==> src/rtl/pipelined_adder_pkg.sv <==
// Shared constants and helpers for the pipelined adder.
// Optional feature macro: PIPELINED_ADDER_OVF_EN (adds the signed overflow output).
package pipelined_adder_pkg;

  localparam int DEFAULT_WIDTH  = 8;
  localparam int DEFAULT_STAGES = 2;

  // Number of operand bits handled by each pipeline stage.
  function automatic int slice_width(input int width, input int stages);
    return width / stages;
  endfunction

endpackage

==> src/rtl/fa_slice.sv <==
// Purely combinational ripple-carry adder for one pipeline slice.
// Besides the slice sum and carry out it exposes the carry into the slice MSB,
// which the top level uses to derive signed overflow on the last slice.
// Optional feature macro of the enclosing design: PIPELINED_ADDER_OVF_EN.
module fa_slice
  import pipelined_adder_pkg::*;
#(
  parameter int WIDTH = 4
) (
  input  logic [WIDTH-1:0] a,
  input  logic [WIDTH-1:0] b,
  input  logic             cin,
  output logic [WIDTH-1:0] s,
  output logic             cout,
  output logic             msb_cin
);

  logic [WIDTH:0] carry;

  // Bit-serial ripple of the carry from LSB to MSB.
  always_comb begin
    s        = '0;
    carry    = '0;
    carry[0] = cin;
    for (int i = 0; i < WIDTH; i++) begin
      s[i]       = a[i] ^ b[i] ^ carry[i];
      carry[i+1] = (a[i] & b[i]) | (carry[i] & (a[i] ^ b[i]));
    end
  end

  assign cout    = carry[WIDTH];
  assign msb_cin = carry[WIDTH-1];

endmodule

==> src/rtl/pipelined_adder.sv <==
// Pipelined WIDTH-bit adder with valid/ready handshakes on both sides.
// The operands are cut into STAGES slices; slice k is added in stage k using
// the carry registered by stage k-1. Upper operand slices are delayed on the
// way in and finished sum slices are delayed on the way out, so every beat
// leaves with a coherent Sum exactly STAGES cycles after it was accepted.
// A stall (result offered but not taken) freezes every register.
// Optional feature macro: PIPELINED_ADDER_OVF_EN adds the Ovf output.
module pipelined_adder
  import pipelined_adder_pkg::*;
#(
  parameter int WIDTH  = DEFAULT_WIDTH,
  parameter int STAGES = DEFAULT_STAGES
) (
  input  logic             clk,
  input  logic             rst,
  input  logic             in_valid,
  output logic             in_ready,
  input  logic [WIDTH-1:0] A,
  input  logic [WIDTH-1:0] B,
  input  logic             C,
  output logic             out_valid,
  input  logic             out_ready,
  output logic [WIDTH-1:0] Sum,
`ifdef PIPELINED_ADDER_OVF_EN
  output logic             Ovf,
`endif
  output logic             Cout
);

  localparam int SLICE = slice_width(WIDTH, STAGES);

  if (STAGES < 1 || (WIDTH % STAGES) != 0) begin : g_cfg_check
    $error("pipelined_adder: WIDTH must be a positive multiple of STAGES");
  end

  logic [STAGES-1:0] valid_q;
  logic [STAGES-1:0] carry_q;
  logic [STAGES-1:0] stage_cout;
  logic [STAGES-1:0] stage_msb;
  logic              stall;
  logic              advance;
  logic              unused_msb;

  assign out_valid = valid_q[STAGES-1];
  assign stall     = out_valid & ~out_ready;
  assign advance   = ~stall;
  assign in_ready  = advance;
  assign Cout      = carry_q[STAGES-1];

  // MSB carries of the inner slices only matter on the last slice.
  assign unused_msb = ^stage_msb;

  // Valid bits and inter-stage carries move one stage per non-stalled cycle.
  always_ff @(posedge clk or posedge rst) begin
    if (rst) begin
      valid_q <= '0;
      carry_q <= '0;
    end else if (advance) begin
      valid_q[0] <= in_valid;
      for (int i = 1; i < STAGES; i++) begin
        valid_q[i] <= valid_q[i-1];
      end
      carry_q <= stage_cout;
    end
  end

  for (genvar k = 0; k < STAGES; k++) begin : g_stage
    logic [SLICE-1:0] a_slice;
    logic [SLICE-1:0] b_slice;
    logic [SLICE-1:0] s_slice;
    logic             c_in;
    logic [SLICE-1:0] sum_dly [STAGES-k];

    if (k == 0) begin : g_head
      assign a_slice = A[SLICE-1:0];
      assign b_slice = B[SLICE-1:0];
      assign c_in    = C;
    end else begin : g_skew
      logic [SLICE-1:0] a_dly [k];
      logic [SLICE-1:0] b_dly [k];

      // Delay this operand slice by k cycles so it meets its beat's carry.
      always_ff @(posedge clk or posedge rst) begin
        if (rst) begin
          for (int j = 0; j < k; j++) begin
            a_dly[j] <= '0;
            b_dly[j] <= '0;
          end
        end else if (advance) begin
          a_dly[0] <= A[k*SLICE +: SLICE];
          b_dly[0] <= B[k*SLICE +: SLICE];
          for (int j = 1; j < k; j++) begin
            a_dly[j] <= a_dly[j-1];
            b_dly[j] <= b_dly[j-1];
          end
        end
      end

      assign a_slice = a_dly[k-1];
      assign b_slice = b_dly[k-1];
      assign c_in    = carry_q[k-1];
    end

    fa_slice #(
      .WIDTH(SLICE)
    ) u_fa (
      .a      (a_slice),
      .b      (b_slice),
      .cin    (c_in),
      .s      (s_slice),
      .cout   (stage_cout[k]),
      .msb_cin(stage_msb[k])
    );

    // Register the slice sum, then hold it back until the last slice is done.
    always_ff @(posedge clk or posedge rst) begin
      if (rst) begin
        for (int j = 0; j < STAGES - k; j++) begin
          sum_dly[j] <= '0;
        end
      end else if (advance) begin
        sum_dly[0] <= s_slice;
        for (int j = 1; j < STAGES - k; j++) begin
          sum_dly[j] <= sum_dly[j-1];
        end
      end
    end

    assign Sum[k*SLICE +: SLICE] = sum_dly[STAGES-k-1];
  end

`ifdef PIPELINED_ADDER_OVF_EN
  logic ovf_q;

  // Signed overflow is registered together with the last slice and its carry.
  always_ff @(posedge clk or posedge rst) begin
    if (rst) begin
      ovf_q <= 1'b0;
    end else if (advance) begin
      ovf_q <= stage_cout[STAGES-1] ^ stage_msb[STAGES-1];
    end
  end

  assign Ovf = ovf_q;
`endif

endmodule

==> config.mk <==
export PLATFORM = sky130hd
export DESIGN_NAME = pipelined_adder
export DESIGN_NICKNAME = d
export VERILOG_FILES = /design/src/rtl/pipelined_adder_pkg.sv /design/src/rtl/fa_slice.sv /design/src/rtl/pipelined_adder.sv
export SDC_FILE = /design/constraint.sdc
export NUM_CORES = 1
export LEC_CHECK = 0
export ABC_AREA = 1
export CORE_MARGIN = 2
export CORE_UTILIZATION = 36
export CTS_BUF_LIST = sky130_fd_sc_hd__clkbuf_8
export DETAILED_ROUTE_END_ITERATION = 7
export GPL_TIMING_DRIVEN = 0
export PLACE_DENSITY_LB_ADDON = 0.12
export SLEW_MARGIN = 40
export SYNTH_ARGS = -nofsm -noshare
export SYNTH_HDL_FRONTEND = slang
export SYNTH_SLANG_ARGS = --single-unit
==> constraint.sdc <==
create_clock -name clk -period 2.15 [get_ports clk]
set_clock_uncertainty 0.05 [all_clocks]
set_input_delay 0.43 -clock clk [delete_from_list [all_inputs] [get_ports clk]]
set_output_delay 0.43 -clock clk [all_outputs]
set_load 0.05 [all_outputs]
==> impl_metrics.csv, run 1 <==
group,metric,value,unit
outcome,outcome,"completed",
grt,grt_antenna_before_repair,0,
timing,post-route-period-util,99.2,%
grt,use_met2,21.4,%
setup_path,path_class,"flop to flop",
clock_tree,clk_pin_slew_worst_paths,80,ps
clock_tree,clock_path_buffers,2,
routing,drc_errors,0,
routing,drt-initial-drc-count,30,
timing,hold_violations,0,
grt,met1_usage,21.1,%
logic_synthesis,synth-seq-cells,24,
final_layout,fill_cells,329,
flow_run,maxCapViolCount,0,
setup_path,arrival,2300,ps
routing,routed_wl,2370,um
floorplanning,ios,32,
floorplanning,die_width,61.9,um
power,pwr_density_cell,969,nW/um^2
setup_path,startpoint_type,"flop",
setup_path,crit_path_end_kind,"flop",
power,irDropWorstVdd,0.000303,V
timing,clock.fmax,469,MHz
logic_synthesis,syn_inst,136,
routing,first_pass_iters,4,
clock_tree,cts_hold_buf,0,
logic_synthesis,synth_fa_ha_area_share,13.3,%
timing,final.setup.tns,0,ps
logic_synthesis,syn_area_per_cell,8.86,um^2
placed_design,post-place-ws,-533,ps
floorplanning,core,3280,um^2
logic_synthesis,synth_fp_nets,165,
final_layout,area_growth,35.9,%
clock_tree,cts_root_buf,"clkbuf_8",
timing,slew_viol_final,0,
logic_synthesis,netlist_area,1200,um^2
setup_path,reg2reg_depth,10,
final_layout,multi_input_area,470,um^2
setup_path,r2r_start,"g_stage[1].a_slice[0]",
setup_path,reg2reg_slack,20,ps
min_path,worstHoldPathCells,2,
placed_design,placed_area,1570,um^2
clock_tree,htreeDepth,1,
placed_design,port_buffers,31,
logic_synthesis,synth.area.mux_share,0,%
grt,met3_usage,1.24,%
final_layout,final_area,1640,um^2
min_path,hold_class,"flop to flop",
routing,post_drt_via_cell_ratio,4.41,
setup_path,required,2320,ps
final_layout,utilization,49.9,%
grt,grt_pass1_vias,918,
grt,grt.busiest_layer,"met2",
min_path,hp-start,"valid_q[0]",
clock_tree,clock_latency,280,ps
final_layout,layout-drive-gt1-share,16.4,%
timing,setup_slack,17.7,ps
timing,slew_headroom,66.4,%
clock_tree,cts.sinks,24,
final_layout,nets,201,
placed_design,place_congestion,0.739,
floorplanning,start_util,36.7,%
floorplanning,die-area,3830,um^2
setup_path,reg2reg_to,"g_stage[1].sum_dly[3]",
timing,setup_viol,0,
setup_path,cp_max_fo,2,
routing,wire_per_inst,10.9,um
grt,grt_max_degree,25,
grt,grt_pass1_wl,4000,um
clock_tree,cts_inserted_buffers,3,
grt,grt-ovfl-total,0,
timing,rsz0062_at_grt,"yes",
final_layout,n_antenna_cell,0,
timing,min_period,2130,ps
routing,ant_nets,0,
min_path,min_to,"valid_q[1]",
routing,via_count,957,
logic_synthesis,ys_types,8,
floorplanning,die_h,61.9,um
timing,worstMarginPinSlew,503,ps
grt,grt_usage,14.5,%
logic_synthesis,seq_area_frac_synth,49.8,%
final_layout,regArea,601,um^2
power,p_leak,0.859,nW
placed_design,hpwl,1700,um
logic_synthesis,yosysWarnings,0,
clock_tree,post_cts_buffers,0,
floorplanning,rows,21,
logic_synthesis,synth_top_family_by_area,"simple AND/OR/NAND/NOR gates",
clock_tree,tritoncts,"built",
logic_synthesis,synth_compound_area_share,0,%
logic_synthesis,synth_xor_area_share,0,%
logic_synthesis,yosys.area_share.simple,24.7,%
synthesized netlist by cell type:
cell / count / share of area [%]
nand2_1: 47 / 15
dfrtp_1: 24 / 50
inv_1: 23 / 7.2
nand3_1: 23 / 9.6
fa_1: 8 / 13
buf_2: 6 / 2.5
buf_4: 4 / 2.5
nand2_2: 1 / 0.52
power by group:
part	internal (mW)	switching (mW)
Sequential	0.553	0.0631
Clock	0.164	0.153
Combinational	0.248	0.406
Total	0.965	0.622
sequential cells by signal, summed over array words and instances (netlist names):
signal           count
g_stage.sum_dly      8
carry_q              2
g_stage.a_slice      4
g_stage.b_slice      4
Sum                  4
valid_q              2
cells in the final DEF (no fill, tap or decap):
| cell type | Yosys | layout |
|---|---|---|
| clkbuf_2 | 0 | 1 |
| fa_2 | 0 | 5 |
| nand2_1 | 47 | 47 |
| fa_1 | 8 | 3 |
| buf_4 | 4 | 5 |
| inv_1 | 23 | 17 |
| dfrtp_1 | 24 | 24 |
| clkdlybuf4s15_1 | 0 | 2 |
| inv_2 | 0 | 6 |
| dlymetal6s2s_1 | 0 | 1 |
| nand3_1 | 23 | 23 |
| nand2_2 | 1 | 1 |
| buf_2 | 6 | 5 |
| clkbuf_8 | 0 | 4 |
| clkdlybuf4s50_1 | 0 | 26 |
| clkbuf_4 | 0 | 1 |
what timing repair did:
action / CTS / global route
pin swaps: 5 / 7
endpoints found under the setup margin: 4 / 4
resized for setup: 17 / 8
layer usage:
metal	up-vias	wire, um
li1	470	-
met1	457	1090
met2	25	1110
met3	5	100
met4	0	71
met5	-	0
area by class of cell:
class,instances,share of cell area (%)
Timing Repair Buffer,31,18.6
Inverter,23,5.27
Clock buffer,4,3.36
Tap cell,46,3.51
Sequential cell,24,36.7
Buffer,10,3.82
Multi-Input combinational cell,79,28.7
how the worst max path moves through the flow:
stage | slack (ps) | start | to | cells past startpoint
2_1_floorplan | 6 | A[0] | g_stage[0].sum_dly[7] | 10
3_3_place_gp | -550 | out_ready | in_ready | 5
3_5_place_dp | -530 | out_ready | in_ready | 5
4_1_cts | 5 | carry_q[0] | g_stage[1].sum_dly[3] | 10
5_1_grt | -120 | g_stage[1].a_slice[0] | g_stage[1].sum_dly[3] | 10
6_report | 20 | g_stage[1].a_slice[0] | g_stage[1].sum_dly[3] | 10
per-stage QoR:
stage                     hold WS, ps  power [mW]  instances
after global placement            392        1.27        213
after CTS                         424        1.60        217
after global routing              473        1.70        217
final                             424        1.59        217
after detailed placement          402        1.28        213
after floorplan                   385        1.06        136
worst max-delay path, cell delays in order (launching register included):
cell and delay [ps]:
dfrtp_1 410, fa_2 400, inv_2 70, fa_1 150, inv_1 50, fa_2 330, inv_2 60, fa_1 390
inv_1 60, nand2_1 40, nand2_1 60
logic make-up (layout without fill, tap and decap cells):
family,Yosys count,in the layout
simple gates,71,71
flops,24,24
fa+ha+maj,8,8
buf+inv,33,68
No activity file was read; power rests on OpenSTA's default activity.
==> run 2, diff against run 1 <==
--- a/config.mk
+++ b/config.mk
@@ -5,7 +5,6 @@
 export SDC_FILE = /design/constraint.sdc
 export NUM_CORES = 1
 export LEC_CHECK = 0
-export ABC_AREA = 1
 export CORE_MARGIN = 2
 export CORE_UTILIZATION = 36
 export CTS_BUF_LIST = sky130_fd_sc_hd__clkbuf_8
==> run 2 against run 1 <==
Worst hold slack worse by 3.2 ps. Largest power group unchanged. Register-to-register slack about the same. Synthesized cell count down 38%. Largest cell class unchanged. Final area down 2.7%. Via count down 25%. Non-clock buffer count down 4. Combinational power up 3%.
==> impl_metrics.csv, run 2 <==
group,metric,value,unit
final_layout,fill_cells,304,
min_path,hold_class,"flop to flop",
grt,met3_usage,4.69,%
setup_path,reg2reg_slack,20,ps
power,p_leak,0.692,nW
clock_tree,cts_hold_buf,0,
final_layout,mostFrequentLayoutCell,"clkdlybuf4s50_1",
floorplanning,ios,32,
routing,drc_errors,0,
timing,slew_headroom,66.6,%
setup_path,cp_max_fo,2,
placed_design,port_buffers,31,
clock_tree,clock_path_buffers,2,
clock_tree,htreeDepth,1,
logic_synthesis,synthArstFlopShare,100,%
final_layout,largest_reg_flops,8,
flow_run,maxCapViolCount,0,
clock_tree,cts.sinks,24,
timing,setup_slack,20.9,ps
clock_tree,tritoncts,"built",
routing,via_count,713,
setup_path,startpoint_type,"flop",
grt,grt-ovfl-total,0,
grt,use_met2,20.3,%
power,power,1.59,mW
placed_design,place_congestion,0.690,
power,power_frac_seq,39.0,%
power,comb_power_share,42.3,%
logic_synthesis,synth_xor_area_share,0,%
grt,grt_pass1_vias,741,
floorplanning,die_width,60.9,um
min_path,hp-start,"valid_q[0]",
routing,post_drt_via_cell_ratio,4.35,
clock_tree,cts_root_buf,"clkbuf_8",
routing,routed_wl,1920,um
placed_design,place_inst,160,
outcome,outcome,"completed",
placed_design,post-place-ws,-633,ps
grt,met1_usage,14.6,%
floorplanning,core,3050,um^2
placed_design,placed_area,1530,um^2
final_layout,layout-drive-gt1-share,38.3,%
setup_path,arrival,2270,ps
logic_synthesis,syn_area_per_cell,13.7,um^2
logic_synthesis,synth_top_cell_by_area,"dfrtp_1",
power,irDropWorstVdd,0.000715,V
final_layout,largest_register,"g_stage.sum_dly",
timing,clock.fmax,470,MHz
final_layout,n_antenna_cell,0,
logic_synthesis,synth.area.mux_share,17.1,%
logic_synthesis,synth_fa_ha_area_share,13.8,%
setup_path,required,2290,ps
timing,worstMarginPinSlew,500,ps
logic_synthesis,netlist.area_leader.share,51.6,%
clock_tree,clock_latency,260,ps
logic_synthesis,yosys.area_share.simple,5.59,%
logic_synthesis,yosys-top-cells-area,"dfrtp_1 52%, mux2_2 15%, fa_1 14%",
grt,grt.busiest_layer,"met2",
logic_synthesis,syn_inst,85,
routing,ant_nets,0,
timing,setup_viol,0,
clock_tree,clk_pin_slew_worst_paths,80,ps
logic_synthesis,synth_fp_nets,114,
min_path,worstHoldPathCells,1,
final_layout,nets,150,
setup_path,reg2reg_to,"g_stage[1].sum_dly[3]",
power,p_clk_share,18.6,%
routing,drt-initial-drc-count,8,
logic_synthesis,synth_most_common_cell,"dfrtp_1",
setup_path,cp-startpoint,"carry_q[0]",
floorplanning,die-area,3700,um^2
power,p_sw,0.571,mW
setup_path,path_class,"flop to flop",
grt,grt_max_degree,25,
timing,post-route-period-util,99.0,%
clock_tree,cts_inserted_buffers,3,
timing,rsz0062_at_grt,"yes",
logic_synthesis,netlist_area,1160,um^2
floorplanning,die_h,60.9,um
floorplanning,start_util,38.1,%
final_layout,stdcell_count,164,
setup_path,crit_path_end_kind,"flop",
min_path,min_to,"valid_q[1]",
routing,wire_per_inst,11.7,um
logic_synthesis,yosysWarnings,0,
routing,first_pass_iters,2,
floorplanning,rows,20,
timing,min_period,2130,ps
grt,grt_pass1_wl,3260,um
grt,grt_usage,12.3,%
setup_path,reg2reg_depth,8,
logic_synthesis,synth-seq-cells,24,
timing,hold_violations,0,
logic_synthesis,ys_types,12,
final_layout,area_growth,36.9,%
logic_synthesis,seq_area_frac_synth,51.6,%
timing,slew_viol_final,0,
final_layout,layout_common_cells,"26 x clkdlybuf4s50_1, 24 x dfrtp_1, 15 x mux2_2",
clock_tree,post_cts_buffers,0,
grt,grt_antenna_before_repair,0,
logic_synthesis,synth_edf_count,0,
logic_synthesis,synth_top_family_by_area,"multiplexers",
power,switching_share,36.0,%
setup_path,r2r_start,"carry_q[0]",
placed_design,hpwl,1460,um
logic_synthesis,synth_compound_area_share,2.58,%
logic_synthesis,synthFlopType,"dfrtp_1",
logic_synthesis,yosys-top-cells-count,"24 x dfrtp_1, 15 x inv_1, 15 x mux2_2",
power,intPower,1.02,mW
final_layout,final_area,1590,um^2
power,pwr_density_cell,996,nW/um^2
[run 2: cell count changes in the layout (fill, tap and decap cells not counted), sizes merged, moves of 4 or more]
cell / change
nand2: -48
nand3: -23
mux2: +17
inv: -7
a21oi: +6
nor3b: +6
buf: -4
[run 2: kinds of logic (layout without fill, tap and decap cells)]
kind of cell / Yosys count / after routing
compound gates: 6 / 6
fa+ha+maj: 8 / 8
buf+inv: 22 / 57
flops: 24 / 24
mux: 17 / 17
simple gates: 8 / 8
[run 2: worst max-delay path by stage]
stage	to	slack (ps)	cells after the start
finish	g_stage[1].sum_dly[3]	20	8
global route	g_stage[1].sum_dly[3]	-50	8
CTS	g_stage[1].sum_dly[3]	-6	8
detailed placement	in_ready	-630	5
global placement	in_ready	-610	5
floorplan	g_stage[0].sum_dly[7]	20	8
[run 2: area by class of cell]
class / instances / area, um^2 / area share, %
repair buffers: 31 / 300 / 18.9
flip-flops and latches: 24 / 601 / 37.7
well taps: 44 / 55.1 / 3.46
multi-input cells: 39 / 473 / 29.7
inverters: 16 / 60.1 / 3.77
clock buffers: 4 / 55.1 / 3.46
plain buffers: 6 / 48.8 / 3.06
[run 2: what timing repair did]
item / in CTS / in global routing
gates resized for setup: 15 / 10
pin swaps: 6 / 9
setup endpoints to repair: 4 / 2
[run 2: layer usage]
metal,wire [um],vias to the layer above
met5,0,-
met4,29,0
met3,100,2
met2,948,17
met1,841,358
li1,-,336
[run 2: worst max-delay path: stages (launching register included)]
cell	delay, ps
dfrtp_1	420
fa_2	390
inv_2	60
fa_2	190
inv_2	40
fa_2	320
inv_2	60
fa_1	400
a21oi_1	130
[run 2: stage by stage]
step,util [%],TNS (ps),hold slack (ps)
floorplan,-,0,380
global placement,50.1,-1600,392
detailed placement,50.1,-1700,408
CTS,52.1,-6.22,427
global route,52.2,-49.9,456
finish,52.2,0,420
[run 2: power groups by stage]
stage / Combinational, mW / Sequential, mW / Clock (mW)
6_report: 0.671 / 0.619 / 0.296
3_3_place_gp: 0.661 / 0.625 / 0
2_1_floorplan: 0.310 / 0.765 / 0
4_1_cts: 0.676 / 0.621 / 0.307
5_1_grt: 0.721 / 0.636 / 0.324
3_5_place_dp: 0.670 / 0.629 / 0
